==> config.mk <==
export PLATFORM = sky130hd
export DESIGN_NAME = alu_issue_ctrl
export DESIGN_NICKNAME = d
export VERILOG_FILES = /design/src/rtl/alu_issue_ctrl.sv
export SDC_FILE = /design/constraint.sdc
export NUM_CORES = 1
export LEC_CHECK = 0
export ABC_AREA = 0
export CAP_MARGIN = 25
export CORE_MARGIN = 5
export CORE_UTILIZATION = 39
export CTS_CLUSTER_DIAMETER = 100
export DETAILED_ROUTE_END_ITERATION = 8
export MAX_ROUTING_LAYER = met4
export PLACE_DENSITY = 0.79
export REMOVE_ABC_BUFFERS = 1
export SLEW_MARGIN = 30
export SYNTH_ARGS = -nofsm -noshare
export SYNTH_HDL_FRONTEND = slang
export SYNTH_SLANG_ARGS = --single-unit
==> constraint.sdc <==
create_clock -name clk -period 2.4 [get_ports clk]
set_clock_uncertainty 0.1 [all_clocks]
set_input_delay 0.72 -clock clk [delete_from_list [all_inputs] [get_ports clk]]
set_output_delay 0.72 -clock clk [all_outputs]
set_load 0.01 [all_outputs]
==> src/rtl/alu_issue_ctrl.sv <==
// Handshaked, multi-cycle issue controller in front of the combinational 32-bit ALU.
// Optional response statistics counters are enabled with `define ALU_ISSUE_STATS_EN.
module alu_issue_ctrl #(
  parameter int unsigned MUL_LAT = 2,
  parameter int unsigned TAG_W   = 4
) (
  input  logic             clk,
  input  logic             rst_n,
  // Valid/ready handshakes: a transfer occurs on a rising clk edge where valid
  // and ready are both high; the source holds its payload stable until then.
  input  logic             cmd_valid,
  output logic             cmd_ready,
  input  logic [3:0]       cmd_op,
  input  logic [31:0]      cmd_a,
  input  logic [31:0]      cmd_b,
  input  logic [TAG_W-1:0] cmd_tag,
  output logic [31:0]      alu_a,
  output logic [31:0]      alu_b,
  output logic [3:0]       alu_ctrl,
  input  logic [63:0]      alu_result,
  input  logic             alu_v,
  input  logic             alu_c,
  input  logic             alu_z,
  input  logic             alu_n,
  output logic             rsp_valid,
  input  logic             rsp_ready,
  output logic [63:0]      rsp_data,
  output logic [3:0]       rsp_flags,
  output logic [TAG_W-1:0] rsp_tag,
  output logic             rsp_err,
  output logic [1:0]       dbg_state
`ifdef ALU_ISSUE_STATS_EN
  ,
  output logic [15:0]      stat_ops,
  output logic [15:0]      stat_err
`endif
);

  typedef enum logic [1:0] {
    S_IDLE = 2'd0,
    S_EXEC = 2'd1,
    S_RESP = 2'd2
  } state_e;

  localparam logic [3:0] OP_MUL  = 4'b0010;
  localparam logic [3:0] OP_RSVD = 4'b1111;
  localparam logic [3:0] MUL_CNT = 4'(MUL_LAT - 1);

  state_e             state_q, state_d;
  logic [3:0]         cnt_q, cnt_d;
  logic [31:0]        alu_a_q, alu_a_d;
  logic [31:0]        alu_b_q, alu_b_d;
  logic [3:0]         alu_ctrl_q, alu_ctrl_d;
  logic [63:0]        rsp_data_q, rsp_data_d;
  logic [3:0]         rsp_flags_q, rsp_flags_d;
  logic [TAG_W-1:0]   rsp_tag_q, rsp_tag_d;
  logic               rsp_err_q, rsp_err_d;
  logic               accept;
  logic               capture;

  // State register
  always_ff @(posedge clk or negedge rst_n) begin
    if (!rst_n) state_q <= S_IDLE;
    else        state_q <= state_d;
  end

  // Next-state logic
  always_comb begin
    state_d = state_q;
    case (state_q)
      S_IDLE: if (cmd_valid) state_d = (cmd_op == OP_RSVD) ? S_RESP : S_EXEC;
      S_EXEC: if (cnt_q == 4'd0) state_d = S_RESP;
      S_RESP: if (rsp_ready) state_d = S_IDLE;
      default: state_d = S_IDLE;
    endcase
  end

  // Output / strobe logic
  always_comb begin
    cmd_ready = (state_q == S_IDLE);
    rsp_valid = (state_q == S_RESP);
    accept    = cmd_ready && cmd_valid;
    capture   = (state_q == S_EXEC) && (cnt_q == 4'd0);
    dbg_state = state_q;
  end

  // Datapath next values; ALU inputs change only on acceptance so they never glitch mid-execute.
  always_comb begin
    cnt_d       = cnt_q;
    alu_a_d     = alu_a_q;
    alu_b_d     = alu_b_q;
    alu_ctrl_d  = alu_ctrl_q;
    rsp_data_d  = rsp_data_q;
    rsp_flags_d = rsp_flags_q;
    rsp_tag_d   = rsp_tag_q;
    rsp_err_d   = rsp_err_q;
    if (accept) begin
      alu_a_d    = cmd_a;
      alu_b_d    = cmd_b;
      alu_ctrl_d = cmd_op;
      rsp_tag_d  = cmd_tag;
      cnt_d      = (cmd_op == OP_MUL) ? MUL_CNT : 4'd0;
      if (cmd_op == OP_RSVD) begin
        rsp_data_d  = 64'd0;
        rsp_flags_d = 4'd0;
        rsp_err_d   = 1'b1;
      end
    end else if (capture) begin
      rsp_data_d  = alu_result;
      rsp_flags_d = {alu_v, alu_c, alu_z, alu_n};
      rsp_err_d   = 1'b0;
    end else if (state_q == S_EXEC) begin
      cnt_d = cnt_q - 4'd1;
    end
  end

  always_ff @(posedge clk or negedge rst_n) begin
    if (!rst_n) begin
      cnt_q       <= 4'd0;
      alu_a_q     <= 32'd0;
      alu_b_q     <= 32'd0;
      alu_ctrl_q  <= 4'd0;
      rsp_data_q  <= 64'd0;
      rsp_flags_q <= 4'd0;
      rsp_tag_q   <= '0;
      rsp_err_q   <= 1'b0;
    end else begin
      cnt_q       <= cnt_d;
      alu_a_q     <= alu_a_d;
      alu_b_q     <= alu_b_d;
      alu_ctrl_q  <= alu_ctrl_d;
      rsp_data_q  <= rsp_data_d;
      rsp_flags_q <= rsp_flags_d;
      rsp_tag_q   <= rsp_tag_d;
      rsp_err_q   <= rsp_err_d;
    end
  end

  assign alu_a     = alu_a_q;
  assign alu_b     = alu_b_q;
  assign alu_ctrl  = alu_ctrl_q;
  assign rsp_data  = rsp_data_q;
  assign rsp_flags = rsp_flags_q;
  assign rsp_tag   = rsp_tag_q;
  assign rsp_err   = rsp_err_q;

`ifdef ALU_ISSUE_STATS_EN
  logic [15:0] stat_ops_q, stat_ops_d;
  logic [15:0] stat_err_q, stat_err_d;
  logic        rsp_hs;

  // Counters wrap naturally at 16 bits.
  always_comb begin
    rsp_hs     = rsp_valid && rsp_ready;
    stat_ops_d = stat_ops_q;
    stat_err_d = stat_err_q;
    if (rsp_hs) begin
      stat_ops_d = stat_ops_q + 16'd1;
      if (rsp_err_q) stat_err_d = stat_err_q + 16'd1;
    end
  end

  always_ff @(posedge clk or negedge rst_n) begin
    if (!rst_n) begin
      stat_ops_q <= 16'd0;
      stat_err_q <= 16'd0;
    end else begin
      stat_ops_q <= stat_ops_d;
      stat_err_q <= stat_err_d;
    end
  end

  assign stat_ops = stat_ops_q;
  assign stat_err = stat_err_q;
`endif

endmodule

==> impl_metrics.toml <==
[worst_setup_path]
cp_data_required_time_ns = 1.58
cp_num_buf_inv = 1
endpoint_kind = "primary output"
critPathSlowestCell = "clkdlybuf4s50_1"
arrival_ns = 1.42
crit_chain = "clkdlybuf4s50_1"
cp_max_fo = 8
crit_type = "flop to primary output"
start_kind = "flop"
cpPeakStageDelay_ns = 0.57
critPathTopFamily = "buffers and inverters"

[placement]
dpl_cell_area_um2 = 8670
port_buffers = 288
placed_cells = 804
place_ws_ns = -0.0178
dp_hpwl_mm = 12.1
gp_congestion = 0.823

[sta]
min_period_ns = 2.24
fmax_ghz = 0.446
fin_crit_sh = 0.935
setup_violations = 0
hold_violations = 0
rsz0062_at_grt = "no"
slew-limit-headroom = 0.736
slew_violations = 0
worst_pin_slew_ns = 0.396
layout_setup_ws_ns = 0.155

[clock_tree]
h-tree-depth = 4
cts_tree = "done"
cts_root_buf = "clkbuf_16"
cts_buffers = 17
insertion_delay_ns = 0.40
clk_pin_slew_ns = 0.06
cts.path.max_buffers = 2
clkSinkCount = 147

[power_and_ir_drop]
p_seq_frac = 0.355
p_clk_frac = 0.187
total_power_mw = 12.5
combinationalPowerShare = 0.458
peakVddDrop_mv = 0.779
power_switching_mw = 3.94
p_per_area_nw_per_um2 = 1360
p_int_mw = 8.56
sw_frac_of_total = 0.315
leakagePower_nw = 3.96

[yosys]
synth_cells = 343
yosys_warnings = 0
synth_cell_types = 30
syn_area_per_cell_um2 = 15.9
synth_top_cell_area_share = 0.675
synth_area_leader_cell = "dfrtp_1"
yosysSeqAreaShare = 0.675
synth-seq-cells = 147
mappedNetlistArea_um2 = 5450
synthTopCellsByArea = "dfrtp_1, a22o_1, mux2_2"

[floorplan]
die_h_um = 128
fp.dieArea_um2 = 16400
core_um2 = 13800
start_util = 0.396
boundaryPins = 289
dieWidth_um = 128
row_count = 43

[detailed_routing]
routed_via_density = 4.94
vias = 4136
wire_per_inst_um = 19.0
drtIter0Drc = 163
drt_pass1_iterations = 4
drt_wl_total_mm = 15.9
remaining_drc_errors = 0
final_antenna_net_count = 0

[final_layout]
nNetsFinal = 790
final_cell_count_no_fill = 837
area_growth_syn_to_layout_pct = 69.0
final_cell_mix = "clkdlybuf4s50_1, dfrtp_1, a22o_1"
drive_gt1_frac = 0.155
fin_util = 0.669
final_common_cell = "clkdlybuf4s50_1"
fin_area_um2 = 9220
antennaDiodeCount = 0

[grt]
antenna_found_initial = 0
gr-total-overflow = 0
grt_pass1_wl_mm = 24.6
track_usage = 0.201
grt_max_degree = 62
grt_pass1_vias = 4631

[worst_hold_path]
hold_class = "input port to asynchronous set/reset pin"

[run]
cap_viol_max_count = 0

[run_status]
run_status = "finished, final reports clean"
-- power by group through the flow --
stage / logic (mW) / clock network [mW] / registers, mW
2_1_floorplan: 1.86 / 0 / 4.87
3_3_place_gp: 5.63 / 0 / 4.41
3_5_place_dp: 5.80 / 0 / 4.44
4_1_cts: 5.81 / 2.41 / 4.44
5_1_grt: 6.10 / 2.50 / 4.59
6_report: 5.72 / 2.34 / 4.43
-- routing by layer --
layer | up-vias | wire (um) | track usage
li1 | 1870 | - | -
met1 | 2043 | 6590 | 0.246
met2 | 207 | 7740 | 0.322
met3 | 16 | 1340 | 0.0567
met4 | 0 | 246 | 0.0668
met5 | - | 0 | -
-- Yosys cell counts --
cell	number
and4_1	1
buf_2	11
and2_1	1
nor3b_4	1
nor2b_2	1
buf_4	6
o21ai_0	3
or4b_2	1
a21oi_1	3
nor2_1	2
mux2i_1	1
mux2_1	26
clkbuf_1	5
dfrtp_1	147
a222oi_1	1
a211oi_1	1
nand2_1	1
a41o_1	1
o22ai_1	1
a22oi_2	1
ha_1	1
mux2_2	46
buf_6	1
a22o_1	68
nand2b_1	3
inv_1	4
nor3b_2	1
or3_1	2
o21bai_1	1
or4_1	1
-- stage by stage --
step | TNS [ns] | hold WS (ns)
2_1_floorplan | -390.83 | 0.324
3_3_place_gp | -0.562 | 0.367
3_5_place_dp | -0.267 | 0.377
4_1_cts | 0 | 0.0945
5_1_grt | 0 | 0.120
6_report | 0 | 0.108
-- kinds of logic (layout without fill, tap and decap cells) --
family | Yosys count | in the layout | synth area share
flip-flops | 147 | 147 | 0.675
adder cells (fa/ha/maj) | 1 | 1 | 0.00229
buffers and inverters | 27 | 341 | 0.0266
multiplexers | 73 | 73 | 0.151
AO/OA/AOI/OAI | 80 | 80 | 0.125
AND/OR/NAND/NOR | 15 | 15 | 0.0211
-- flip-flops by register name, summed over array words and instances, names as in the netlist --
signal,flops
alu_a,32
alu_b,32
alu_ctrl,4
cnt_q,4
dbg_state,2
rsp_data,64
rsp_err,1
rsp_flags,4
rsp_tag,4
-- area by class of cell --
| cell class | count | area [um2] |
|---|---|---|
| clock buffers | 20 | 447 |
| clock inverters | 11 | 82.6 |
| inverters | 4 | 15.0 |
| well taps | 180 | 225 |
| fillers | 983 | 4560 |
| multi-input cells | 169 | 1640 |
| flip-flops and latches | 147 | 3680 |
| repair buffers | 306 | 3130 |
-- final timing paths --
| kind | startpoint | to | slack [ns] | cells after the start |
|---|---|---|---|---|
| min in group clk | alu_b[27] | alu_b[27] | 0.38 | 1 |
| max in group asynchronous | rst_n | dbg_state[0] | 1.45 | 2 |
| worst min-delay path | rst_n | alu_a[12] | 0.11 | 1 |
| worst min register to register | alu_b[27] | alu_b[27] | 0.38 | 1 |
| worst max register to register | cnt_q[0] | rsp_data[1] | 0.30 | 6 |
| worst max-delay path | dbg_state[1] | dbg_state[1] | 0.16 | 1 |
-- timing repair --
item / 4_1_cts / 5_1_grt
resized for setup: 4 / 0
setup endpoints to repair: 2 / 0
buffers inserted: 2 / 0
hold buffers: 0 / 0
endpoints found under the hold margin: 0 / 0
No activity file was read; power rests on OpenSTA's default activity.
